### src/rtl/gate_check_ctrl.sv
// gate_check_ctrl: clocked exhaustive-sweep controller for small combinational
// gates. Drives every N-bit input vector to two implementations, samples both
// outputs after SETTLE cycles, and records mismatches and A's truth table.
module gate_check_ctrl #(
    parameter int N      = 2,
    parameter int SETTLE = 1
) (
    input  logic                clk,
    input  logic                rst_n,
    input  logic                start,
    input  logic                s_a,
    input  logic                s_b,
    output logic [N-1:0]        x,
    output logic                busy,
    output logic                done,
    output logic                pass,
    output logic [N:0]          err_count,
    output logic [N-1:0]        first_err,
    output logic                first_err_valid,
    output logic [(1<<N)-1:0]   tt_a
);

    localparam int NV = 1 << N;
    localparam int CW = (SETTLE > 1) ? $clog2(SETTLE) : 1;

    typedef enum logic [1:0] {
        IDLE  = 2'd0,
        APPLY = 2'd1,
        DONE  = 2'd2
    } state_t;

    state_t          state_q, state_d;
    logic [N-1:0]    x_q, x_d;
    logic [CW-1:0]   cnt_q, cnt_d;
    logic            pass_q, pass_d;
    logic [N:0]      err_q, err_d;
    logic [N-1:0]    ferr_q, ferr_d;
    logic            fev_q, fev_d;
    logic [NV-1:0]   tt_q, tt_d;

    // Mismatch bookkeeping helpers used on the sampling edge
    logic            mism;
    logic [N:0]      err_nx;
    logic            sample_now;
    logic            last_vec;

    assign mism       = (s_a != s_b);
    assign err_nx     = err_q + (N+1)'(mism);
    assign sample_now = (cnt_q == CW'(SETTLE - 1));
    assign last_vec   = (x_q == N'(NV - 1));

    // State and result registers; reset discards any partial sweep
    always_ff @(posedge clk or negedge rst_n) begin
        if (!rst_n) begin
            state_q <= IDLE;
            x_q     <= '0;
            cnt_q   <= '0;
            pass_q  <= 1'b0;
            err_q   <= '0;
            ferr_q  <= '0;
            fev_q   <= 1'b0;
            tt_q    <= '0;
        end else begin
            state_q <= state_d;
            x_q     <= x_d;
            cnt_q   <= cnt_d;
            pass_q  <= pass_d;
            err_q   <= err_d;
            ferr_q  <= ferr_d;
            fev_q   <= fev_d;
            tt_q    <= tt_d;
        end
    end

    // Next-state logic: sweep sequencing, sampling and result update
    always_comb begin
        state_d = state_q;
        x_d     = x_q;
        cnt_d   = cnt_q;
        pass_d  = pass_q;
        err_d   = err_q;
        ferr_d  = ferr_q;
        fev_d   = fev_q;
        tt_d    = tt_q;

        case (state_q)
            IDLE: begin
                x_d = '0;
                if (start) begin
                    state_d = APPLY;
                    cnt_d   = '0;
                    pass_d  = 1'b0;
                    err_d   = '0;
                    ferr_d  = '0;
                    fev_d   = 1'b0;
                    tt_d    = '0;
                end
            end

            APPLY: begin
                if (sample_now) begin
                    tt_d[x_q] = s_a;
                    err_d     = err_nx;
                    if (mism && !fev_q) begin
                        ferr_d = x_q;
                        fev_d  = 1'b1;
                    end
                    if (last_vec) begin
                        state_d = DONE;
                        // Verdict is registered on entry to DONE so it is
                        // already valid while done is high.
                        pass_d  = (err_nx == '0);
                    end else begin
                        x_d   = x_q + N'(1);
                        cnt_d = '0;
                    end
                end else begin
                    cnt_d = cnt_q + CW'(1);
                end
            end

            DONE: begin
                x_d     = '0;
                state_d = IDLE;
            end

            default: begin
                state_d = IDLE;
                x_d     = '0;
            end
        endcase
    end

    assign x               = x_q;
    assign busy            = (state_q == APPLY);
    assign done            = (state_q == DONE);
    assign pass            = pass_q;
    assign err_count       = err_q;
    assign first_err       = ferr_q;
    assign first_err_valid = fev_q;
    assign tt_a            = tt_q;

endmodule

### config.mk
export PLATFORM = sky130hd
export DESIGN_NAME = gate_check_ctrl
export DESIGN_NICKNAME = d
export VERILOG_FILES = /design/src/rtl/gate_check_ctrl.sv
export SDC_FILE = /design/constraint.sdc
export NUM_CORES = 1
export LEC_CHECK = 0
export BUFFER_PORTS_ARGS = -buffer_cell sky130_fd_sc_hd__buf_4
export CAP_MARGIN = 15
export CORE_UTILIZATION = 48
export CTS_BUF_LIST = sky130_fd_sc_hd__clkbuf_2 sky130_fd_sc_hd__clkbuf_4 sky130_fd_sc_hd__clkbuf_8
export CTS_CLUSTER_SIZE = 8
export DETAILED_ROUTE_END_ITERATION = 16
export PLACE_DENSITY = 0.76
export SYNTH_ARGS = -nofsm -noshare
export SYNTH_HDL_FRONTEND = slang
export SYNTH_SLANG_ARGS = --single-unit
### constraint.sdc
create_clock -name clk -period 1.6 [get_ports clk]
set_input_delay 0.08 -clock clk [delete_from_list [all_inputs] [get_ports clk]]
set_output_delay 0.08 -clock clk [all_outputs]
set_load 0.005 [all_outputs]
# --- Word level (Yosys, flattened, before mapping) ---
# Index checks and enable logic that the tools add are counted.
totals:
  ff_bits: 16
  input_bits: 5
  output_inout_bits: 15
  word_cells: 63
op_classes:
  n_addsub: 3
  n_lt_le_gt_ge: 2
  eq_ne: 9
  mux: 29
  reduce_logical: 12
op_table:
  columns: ["operator", "n"]
  rows:
  - ["2-to-1 mux 2 bit", 9]
  - ["2-to-1 mux 4 bit", 2]
  - ["case mux 2 bit (2 select lines)", 2]
  - ["case mux 4 bit (2 select lines)", 1]
  - ["AND reduction 4 bit", 2]
  - ["2-to-1 mux 1 bit", 7]
  - ["2-to-1 mux 3 bit", 2]
  - ["!= test 2 bit (second input constant)", 3]
  - ["case mux 1 bit (2 select lines)", 3]
  - ["case mux 3 bit (2 select lines)", 1]
  - ["AND reduction 3 bit", 2]
  - ["bitwise mux 4 bit", 1]
  - ["equality test 2 bit (second input constant)", 2]
  - ["!= test 2 x 1 -> 1 bit (second input constant)", 2]
  - ["AND reduction 2 bit", 2]
  - ["adder 3 x 1 -> 3 bit", 1]
  - ["zero test 3 bit", 1]
  - ["< comparator 2 x 3 -> 1 bit (second input constant)", 1]
  - ["adder 2 x 1 -> 2 bit (second input constant)", 1]
  - ["demux 1 bit (select 2 bit)", 1]
  - ["equality test 2 x 1 -> 1 bit (second input constant)", 1]
  - ["greater-or-equal comparator 2 x 1 -> 1 bit (second input constant)", 1]
  - ["logical AND 1 bit", 2]
  - ["zero test 2 bit", 1]
  - ["other kinds (4)", 4]

# --- Longest topological paths before layout ---
# Gate-level depths: netlist (run 1).
logic_depth:
  depth_word: 7
  depth_mapped: 6
  mapped_depth_nobuf: 6

# --- Worst setup path after synthesis (run 1) ---
# Ideal clock, no wire load.
synth_timing:
  path_type: "reg-to-reg"
  startpoint: "register err_q[0] (netlist: err_count[0])"
  endpoint: "register pass_q (netlist: pass)"
  setup_time_ns: 0.095
  t_arrival_ns: 1.555
  required_ns: 1.505
  slack_ns: -0.050
  path_stages_with_launch: 5
  path_buffers: 0
  synth_period_minus_slack_ns: 1.650
  cell_sequence: "dfrtp_1 > ha_1 > ha_1 > or4_1 > o31ai_1"
synth_between:
  elab_chain_len: 5
synth_lines:
  columns: ["item", "line_no", "text"]
  rows:
  - ["from (decl)", "36", "logic [N:0] err_q, err_d;"]
  - ["from (signal assigned)", "68", "err_q <= err_d;"]
  - ["adder 3 x 1 -> 3 bit", "48", "assign err_nx = err_q + (N+1)'(mism);"]
  - ["zero test 3 bit", "112", "pass_d = (err_nx == '0);"]
  - ["2-to-1 mux 1 bit", "108", "if (last_vec) begin"]
  - ["2-to-1 mux 1 bit", "101", "if (sample_now) begin"]
  - ["case mux 1 bit (2 select lines)", "86", "case (state_q)"]
  - ["to (signal assigned)", "67", "pass_q <= pass_d;"]
  - ["to (decl)", "35", "logic pass_q, pass_d;"]
# Every way passes these cells. The select of a mux whose other input is x is not followed.
# A chain may end at the register's enable or synchronous reset.

# --- Final worst setup path (run 1) ---
# Same ends and word-level chain as after synthesis.

==> results.txt, run 1 <==
Final core utilization - 0.673
Syn Area/Cell - 11.8 µm²
Die area - 0.00177 mm²
# IOs - 20
Largest net degree at the start of global routing - 16
First-pass GRT wire length - 2690 µm
Number of setup buffers added after CTS - 0
Share of layout cells above drive strength 1 - 0.407
Area grow syn2layout - 31.7%
CTS HTree Levels - 1
Post-synth ARST share - 1.00
Placement row count - 14
Clk_lat worst skew - 0.28 ns
Num CTS Buffers - 3
Vias/cell - 5.46
Register Area - 375 µm²
Status - finished, violations left
Post-detail-place hpwl - 1140 µm
DP Worst Slack - -0.122 ns
Top cells by count, synth - dfrtp_1 (15), a22o_1 (6), ha_1 (6), nand2_1 (6)
Max cap viols - 0
Worst-path clk slew - 0.09 ns
Final setup violation count - 1
Worst Setup SP - err_count[0]$_DFFE_PN0P_
Post-Route WL - 1630 µm
Final min period - 1.65 ns
Mapped Cells - 65
Mapped Nets - 76
Crit-path max FO - 2
Slew headroom - 0.726
Area after DPL - 956 µm²
Critical Path RT - 1.79 ns
Root buffer cell - clkbuf_4
Total gr overflow - 0
Netlist Area Pre-Place - 769 µm²
Via Count - 584
Setup Skew - 0.00330 ns
Crit path cell chain - ha_2 -> ha_4 -> or4_1 -> o31ai_2
PortBufs - 19
CP delay by family, top - simple AND/OR/NAND/NOR gates
Max stage delay on crit path - 0.53 ns
Clock sinks - 15
RSZ-0062 raised after global routing - true
Reg-to-Reg Start - err_count[0]$_DFFE_PN0P_
Starting density of the core - 0.511
Synthesis-stage register bit count - 15
Fin crit share - 1.03
Ys flop type - dfrtp_1
Slew Viols, Final - 0
Core area - 0.00151 mm²
Slew @ Worst Pin - 0.410 ns
Slowest cell on crit path - or4_1
Iteration-0 DRC Markers - 7
Worst Path Buf+Inv - 0
Initial antenna violation count - 0
PwrDens - 1910 mW/mm²
Netlist cell types - 23
Vias in the first global route - 582
Clock buffer depth - 2
DR pass1 iterations - 3
Failing checks - setup timing
DRT antenna net count - 0
Ranking of synthesized cells by area - dfrtp_1 (49%), ha_1 (9.8%), a22o_1 (6.8%)
WP data arrival - 1.85 ns
Area leader, netlist - dfrtp_1
GR Util All Layers - 0.203
Die width - 42.0 µm
Nature of the critical path startpoint - flip-flop
Endpoints failing hold - 0
FMAX - 0.604 GHz
Post-synth EDFFs - 0
Min-delay worst type - primary input to async pin
Top-area cell type share of the netlist area - 0.488
Area of the multi-input gates - 394 µm²
# DRC - 0
VDD IR max - 944 µV
# diodes - 0
Sequential area share after synthesis - 0.488
CTS tree - yes
Most frequent cell after synthesis - dfrtp_1
YS warnings - 0
WL/cell - 15.2 µm
GPL Wtd Cong - 0.724
Cell area after layout - 0.00101 mm²
Setup WS post-layout - -0.0545 ns
Crit Path Category - flip-flop to flip-flop
Fillcell total - 113
Leakage power - 0.532 nW
Nets - 103
Die Span Y - 42.0 µm
Setup crit end kind - flip-flop
-- power breakdown --
group	internal, W	switching, W	leakage (nW)
combinational	0.000571	0.000415	0.325
sequential	0.000545	0.000166	0.189
clock	0.000114	0.000126	0.0184
-- sequential cells by signal, summed over array words and instances (netlist names) --
| name | count |
|---|---|
| x | 2 |
| first_err_valid | 1 |
| tt_a | 4 |
| pass | 1 |
| first_err | 2 |
| state_q | 2 |
| err_count | 3 |
-- placed cells by master (no fill, tap or decap), drive strengths merged --
cell         Yosys  routed
a22o             6       6
mux2             4       4
nand2b           1       1
clkbuf           1       4
a21oi            1       1
inv              3       3
nand3b           1       1
or4              1       1
ha               6       6
o31ai            1       1
buf              1      23
dlygate4sd3      0       1
xor2             3       3
o21bai           1       1
o21ai            2       2
and2             1       1
or3b             1       1
dfrtp           15      15
nand2            6       6
nor2b            2       2
nor2             2       2
mux2i            4       4
and2b            1       1
nor3b            1       1
-- final timing paths --
| check | to | slack, ns | cells after the start |
|---|---|---|---|
| worst max-delay path | pass$_DFFE_PN0P_ | -0.05 | 4 |
| worst min-delay path | first_err[0]$_DFFE_PN0P_ | 0.19 | 2 |
| worst max register to register | pass$_DFFE_PN0P_ | -0.05 | 4 |
| worst min register to register | first_err_valid$_DFFE_PN0P_ | 0.52 | 2 |
| max in group asynchronous | err_count[2]$_DFFE_PN0P_ | 1.24 | 2 |
| min in group clk | state_q[0]$_DFFE_PN0P_ | 0.21 | 3 |
-- logic make-up (layout without fill, tap and decap cells) --
group,Yosys count,in the layout,share of synthesized area
AND/OR/NAND/NOR,17,17,0.132
flip-flops,15,15,0.488
AO/OA/AOI/OAI,11,11,0.112
multiplexers,8,8,0.111
adder cells (fa/ha/maj),6,6,0.0976
buffers and inverters,5,31,0.0260
XOR/XNOR,3,3,0.0342
-- per-stage QoR --
step	setup TNS [ns]	std cells	hold slack, ns	total power, W
CTS	-0.101	107	0.180	0.00192
global placement	0	102	-0.0538	0.00163
finish	-0.0545	107	0.187	0.00194
global route	-0.0868	107	0.197	0.00207
floorplan	0	65	-0.216	0.00123
detailed placement	-0.122	102	-0.0542	0.00166
-- worst reg2reg max path: stages (launching register included) --
cell     delay [ns]
dfrtp_1        0.41
ha_2           0.21
ha_4           0.21
or4_1          0.53
o31ai_2        0.20
-- cell type report --
class | instances | area share
Sequential cell | 15 | 0.370
Tap cell | 16 | 0.0198
Multi-Input combinational cell | 45 | 0.389
Timing Repair Buffer | 24 | 0.180
Clock buffer | 4 | 0.0296
Inverter | 3 | 0.0111
-- layer usage --
| layer | global-route usage | wire [µm] | up-vias |
|---|---|---|---|
| li1 | - | - | 278 |
| met2 | 0.300 | 743 | 12 |
| met4 | 0.0938 | 46 | 0 |
| met5 | 0 | 0 | - |
| met1 | 0.282 | 786 | 288 |
| met3 | 0.0517 | 52 | 6 |
-- repair_timing --
| action | in CTS | in global routing |
|---|---|---|
| gates resized for setup | 1 | 1 |
| pin swaps | 2 | 1 |
| endpoints found under the hold margin | 15 | 0 |
| cloned | 0 | 0 |
| endpoints found under the setup margin | 1 | 1 |
| hold buffers | 1 | 0 |
No activity file was read; power rests on OpenSTA's default activity.
==> run 2: changes to the inputs <==
--- a/config.mk
+++ b/config.mk
@@ -11,7 +11,7 @@
 export CTS_BUF_LIST = sky130_fd_sc_hd__clkbuf_2 sky130_fd_sc_hd__clkbuf_4 sky130_fd_sc_hd__clkbuf_8
 export CTS_CLUSTER_SIZE = 8
 export DETAILED_ROUTE_END_ITERATION = 16
-export PLACE_DENSITY = 0.76
+export PLACE_DENSITY = 0.75
 export SYNTH_ARGS = -nofsm -noshare
 export SYNTH_HDL_FRONTEND = slang
 export SYNTH_SLANG_ARGS = --single-unit
==> results.txt, run 2 (synthesized netlist as in run 1, its figures left out) <==
Endpoints failing hold - 0 (unchanged)
Critical Path RT - 1.79 ns (about the same)
Post-Route WL - 1670 µm (was 1630 µm)
Fillcell total - 124 (was 113)
Max cap viols - 0 (unchanged)
Max FFs per register - 4 (unchanged)
GR Util All Layers - 0.197 (was 0.203)
# DRC - 0 (unchanged)
Cell area after layout - 0.00102 mm² (was 0.00101 mm²)
R2r setup slk - -0.02 ns (was -0.05 ns)
Core area - 0.00151 mm² (unchanged)
DRT antenna net count - 0 (unchanged)
Initial antenna violation count - 0 (unchanged)
Die Span Y - 42.0 µm (unchanged)
PwrDens - 1940 mW/mm² (was 1910 mW/mm²)
Slew @ Worst Pin - 0.398 ns (was 0.410 ns)
First-pass GRT wire length - 2610 µm (was 2690 µm)
Final setup TNS - -0.0214 ns (was -0.0545 ns)
Nature of the critical path startpoint - flip-flop (unchanged)
Final setup violation count - 1 (unchanged)
Die width - 42.0 µm (unchanged)
Clk_lat worst skew - 0.28 ns (about the same)
# IOs - 20 (unchanged)
Slew Viols, Final - 0 (unchanged)
Largest net degree at the start of global routing - 16 (unchanged)
FMAX - 0.617 GHz (was 0.604 GHz)
Slew headroom - 0.735 (was 0.726)
Tot Pwr - 0.00197 W (was 0.00194 W)
Root buffer cell - clkbuf_4 (unchanged)
WL/cell - 15.6 µm (was 15.2 µm)
Post-detail-place hpwl - 1150 µm (was 1140 µm)
# diodes - 0 (unchanged)
DR pass1 iterations - 4 (was 3)
Iteration-0 DRC Markers - 5 (was 7)
Worst-path clk slew - 0.09 ns (about the same)
CTS HTree Levels - 1 (unchanged)
Commonest non-fill, non-tap cell in the layout - buf_4 (unchanged)
Area grow syn2layout - 32.2% (was 31.7%)
Crit-path max FO - 2 (unchanged)
PortBufs - 19 (unchanged)
Crit Path Category - flip-flop to flip-flop (unchanged)
VDD IR max - 1010 µV (was 944 µV)
Min-delay worst type - primary input to async pin (unchanged)
Setup WS post-layout - -0.0214 ns (was -0.0545 ns)
Clock sinks - 15 (unchanged)
Vias in the first global route - 540 (was 582)
Via Count - 578 (was 584)
GPL Wtd Cong - 0.740 (was 0.724)
Status - finished, violations left (unchanged)
Placement row count - 14 (unchanged)
Vias/cell - 5.40 (was 5.46)
Most frequent cells in the layout - buf_4 (23), dfrtp_1 (15), a22o_1 (6), nand2_1 (6) (unchanged)
Setup Skew - 0.00400 ns (was 0.00330 ns)
RSZ-0062 raised after global routing - true (unchanged)
WP data arrival - 1.81 ns (was 1.85 ns)
Min Hold Slack - 0.184 ns (was 0.187 ns)
Fin crit share - 1.01 (was 1.03)
Leakage power - 0.533 nW (was 0.532 nW)
Die area - 0.00177 mm² (unchanged)
Num CTS Buffers - 3 (unchanged)
Setup crit end kind - flip-flop (unchanged)
Area after DPL - 948 µm² (was 956 µm²)
CTS tree - yes (unchanged)
Total gr overflow - 0 (unchanged)
Share of layout cells above drive strength 1 - 0.418 (was 0.407)
Clock buffer depth - 2 (unchanged)
Final min period - 1.62 ns (was 1.65 ns)
Starting density of the core - 0.511 (unchanged)
Nets - 103 (unchanged)
Failing checks - setup timing (unchanged)
[run 2: cell count changes in the layout (fill, tap and decap cells not counted)]
| cell | delta |
|---|---|
| or4_1 | -1 |
| or4_4 | +1 |
[run 2: worst paths after layout]
| path | start | endpoint | cells past startpoint |
|---|---|---|---|
| worst max register to register | err_count[0]$_DFFE_PN0P_ | pass$_DFFE_PN0P_ | 4 |
| worst max-delay path | err_count[0]$_DFFE_PN0P_ | pass$_DFFE_PN0P_ | 4 |
| worst min-delay path | rst_n | first_err[1]$_DFFE_PN0P_ | 2 |
| min in group clk | start | err_count[2]$_DFFE_PN0P_ | 4 |
| worst min register to register | first_err_valid$_DFFE_PN0P_ | first_err_valid$_DFFE_PN0P_ | 2 |
| max in group asynchronous | rst_n | tt_a[3]$_DFFE_PN0P_ | 2 |
[run 2: repair_timing]
action	CTS	global route
endpoints found under the hold margin	15	0
setup buffers	0	1
pin swaps	2	1
resized for setup	1	2
hold buffers	1	0
endpoints found under the setup margin	1	1
[run 2: layout make-up]
type / instances / area [µm²] / share of cell area
Sequential cell: 15 / 375 / 0.369
Clock buffer: 4 / 30.0 / 0.0295
Multi-Input combinational cell: 45 / 398 / 0.391
Tap cell: 16 / 20.0 / 0.0197
Timing Repair Buffer: 24 / 183 / 0.180
Inverter: 3 / 11.3 / 0.0111
[run 2: per-stage QoR]
step	util	setup WS (ns)	cells
final	0.675	-0.0214	107
after detailed placement	0.630	-0.0686	101
after global placement	0.630	0.00787	101
after global routing	0.675	-0.0460	107
after floorplan	-	0.00183	65
after CTS	0.664	-0.0604	106
[run 2: critical path, cell delays in order, from the launching register on]
cell     delay, ns
dfrtp_1       0.40
ha_2          0.21
ha_4          0.22
or4_4         0.53
o31ai_2       0.18
[run 2: layer usage]
| metal | wire length (µm) | vias to the layer above | GRT usage |
|---|---|---|---|
| met1 | 805 | 273 | 0.283 |
| li1 | - | 279 | - |
| met4 | 14 | 0 | 0.0750 |
| met3 | 91 | 3 | 0.0302 |
| met2 | 758 | 23 | 0.303 |
| met5 | 0 | - | 0 |
[run 2: report_power, final]
part           total (W)  leakage, nW  internal [W]  switching, W
registers       0.000711        0.189      0.000545      0.000166
logic            0.00103        0.326      0.000601      0.000429
clock network   0.000232       0.0184      0.000114      0.000119
total            0.00197        0.533       0.00126      0.000714
==> run 3: changes to the inputs <==
--- a/config.mk
+++ b/config.mk
@@ -11,7 +11,8 @@
 export CTS_BUF_LIST = sky130_fd_sc_hd__clkbuf_2 sky130_fd_sc_hd__clkbuf_4 sky130_fd_sc_hd__clkbuf_8
 export CTS_CLUSTER_SIZE = 8
 export DETAILED_ROUTE_END_ITERATION = 16
-export PLACE_DENSITY = 0.75
+export GPL_ROUTABILITY_DRIVEN = 0
+export PLACE_DENSITY = 0.79
 export SYNTH_ARGS = -nofsm -noshare
 export SYNTH_HDL_FRONTEND = slang
 export SYNTH_SLANG_ARGS = --single-unit
==> results.txt, run 3 (synthesized netlist as in run 1, its figures left out) <==
Die width - 42.0 µm (unchanged)
WL/cell - 14.2 µm (was 15.6 µm)
Leakage power - 0.530 nW (was 0.533 nW)
Initial antenna violation count - 0 (unchanged)
Clock buffer depth - 2 (unchanged)
# diodes - 0 (unchanged)
VDD IR max - 1100 µV (was 1010 µV)
Vias/cell - 5.51 (was 5.40)
WP data arrival - 1.79 ns (was 1.81 ns)
Clock sinks - 15 (unchanged)
Crit Path Category - flip-flop to flip-flop (unchanged)
Nature of the critical path startpoint - flip-flop (unchanged)
First-pass GRT wire length - 2520 µm (was 2610 µm)
Max FFs per register - 4 (unchanged)
Max cap viols - 0 (unchanged)
Min-delay worst type - primary input to async pin (unchanged)
Clk_lat worst skew - 0.29 ns (was 0.28 ns)
Starting density of the core - 0.511 (unchanged)
Placed insts - 102 (was 101)
CTS HTree Levels - 1 (unchanged)
Final min period - 1.59 ns (was 1.62 ns)
Slew headroom - 0.751 (was 0.735)
# DRC - 0 (unchanged)
Post-detail-place hpwl - 1150 µm (about the same)
Critical Path RT - 1.80 ns (was 1.79 ns)
Nets - 103 (unchanged)
Number of setup buffers added after CTS - 0 (unchanged)
Die Span Y - 42.0 µm (unchanged)
Share of layout cells above drive strength 1 - 0.396 (was 0.418)
Post-Route WL - 1520 µm (was 1670 µm)
Commonest non-fill, non-tap cell in the layout - buf_4 (unchanged)
Iteration-0 DRC Markers - 4 (was 5)
Vias in the first global route - 570 (was 540)
Endpoints failing hold - 0 (unchanged)
Die area - 0.00177 mm² (unchanged)
Via Count - 590 (was 578)
RSZ-0062 raised after global routing - true (unchanged)
PortBufs - 19 (unchanged)
Setup crit end kind - flip-flop (unchanged)
Worst-path clk slew - 0.09 ns (about the same)
Area grow syn2layout - 31.1% (was 32.2%)
Fin crit share - 0.992 (was 1.01)
Slew Viols, Final - 0 (unchanged)
FMAX - 0.630 GHz (was 0.617 GHz)
Root buffer cell - clkbuf_4 (unchanged)
Slew @ Worst Pin - 0.373 ns (was 0.398 ns)
Placement row count - 14 (unchanged)
Final setup violation count - 0 (was 1)
Setup Skew - 0.00158 ns (was 0.00400 ns)
DR pass1 iterations - 4 (unchanged)
Final Instance Count excl. Fillers - 107 (unchanged)
Num CTS Buffers - 3 (unchanged)
DRT antenna net count - 0 (unchanged)
Most frequent cells in the layout - buf_4 (23), dfrtp_1 (15), a22o_1 (6), nand2_1 (6) (unchanged)
Fillcell total - 123 (was 124)
Crit-path max FO - 2 (unchanged)
Status - complete, no violations (was finished, violations left)
Final core utilization - 0.669 (was 0.675)
PwrDens - 1900 mW/mm² (was 1940 mW/mm²)
GR Util All Layers - 0.195 (was 0.197)
# IOs - 20 (unchanged)
Total gr overflow - 0 (unchanged)
Largest net degree at the start of global routing - 16 (unchanged)
CTS tree - yes (unchanged)
Core area - 0.00151 mm² (unchanged)
-- run 3: layout make-up --
type                    count  area [µm²]  share of cell area
clock buffers               4        30.0              0.0298
inverters                   3        11.3              0.0112
multi-input cells          45         389               0.386
flip-flops and latches     15         375               0.372
well taps                  16        20.0              0.0199
repair buffers             24         183               0.181
-- run 3: timing repair --
action                                  in CTS  in global routing
endpoints found under the setup margin       1                  1
resized for setup                            1                  0
pin swaps                                    1                  1
endpoints found under the hold margin       15                  0
hold buffers                                 1                  0
-- run 3: through the flow --
step / setup WS, ns / power (W) / hold slack [ns] / TNS, ns / instance area [µm²]
floorplan: 0.00183 / 0.00123 / -0.216 / 0 / 772
finish: 0.0122 / 0.00192 / 0.172 / 0 / 1010
CTS: -0.0121 / 0.00193 / 0.178 / -0.0121 / 1010
detailed placement: -0.0578 / 0.00166 / -0.0497 / -0.0578 / 956
global placement: 0.0195 / 0.00163 / -0.0548 / 0 / 956
global route: -0.0373 / 0.00204 / 0.192 / -0.0373 / 1010
-- run 3: metal layers --
metal,part of all wire,up-vias,global-route usage
met2,0.50,16,0.328
met5,0,-,0
met1,0.44,291,0.241
li1,-,278,-
met3,0.045,5,0.0517
met4,0.016,0,0.0750
-- run 3: critical path: stages (launching register included) --
cell,delay [ns]
dfrtp_1,0.40
ha_2,0.20
ha_4,0.16
xor2_1,0.16
or4_1,0.40
o31ai_1,0.19
-- run 3: path summary, 6_finish.rpt --
path	cells past startpoint	startpoint	to	slack (ns)
min in group clk	4	start	err_count[2]$_DFFE_PN0P_	0.19
worst min register to register	2	first_err_valid$_DFFE_PN0P_	first_err_valid$_DFFE_PN0P_	0.51
max in group asynchronous	2	rst_n	x[1]$_DFFE_PN0P_	1.25
worst max register to register	5	err_count[0]$_DFFE_PN0P_	pass$_DFFE_PN0P_	0.01
worst max-delay path	5	err_count[0]$_DFFE_PN0P_	pass$_DFFE_PN0P_	0.01
worst min-delay path	2	rst_n	err_count[2]$_DFFE_PN0P_	0.17
-- run 3: where the power goes --
part | leakage (nW) | internal (W) | switching (W)
clock | 0.0184 | 0.000114 | 0.000127
combinational | 0.323 | 0.000568 | 0.000398
sequential | 0.189 | 0.000545 | 0.000163
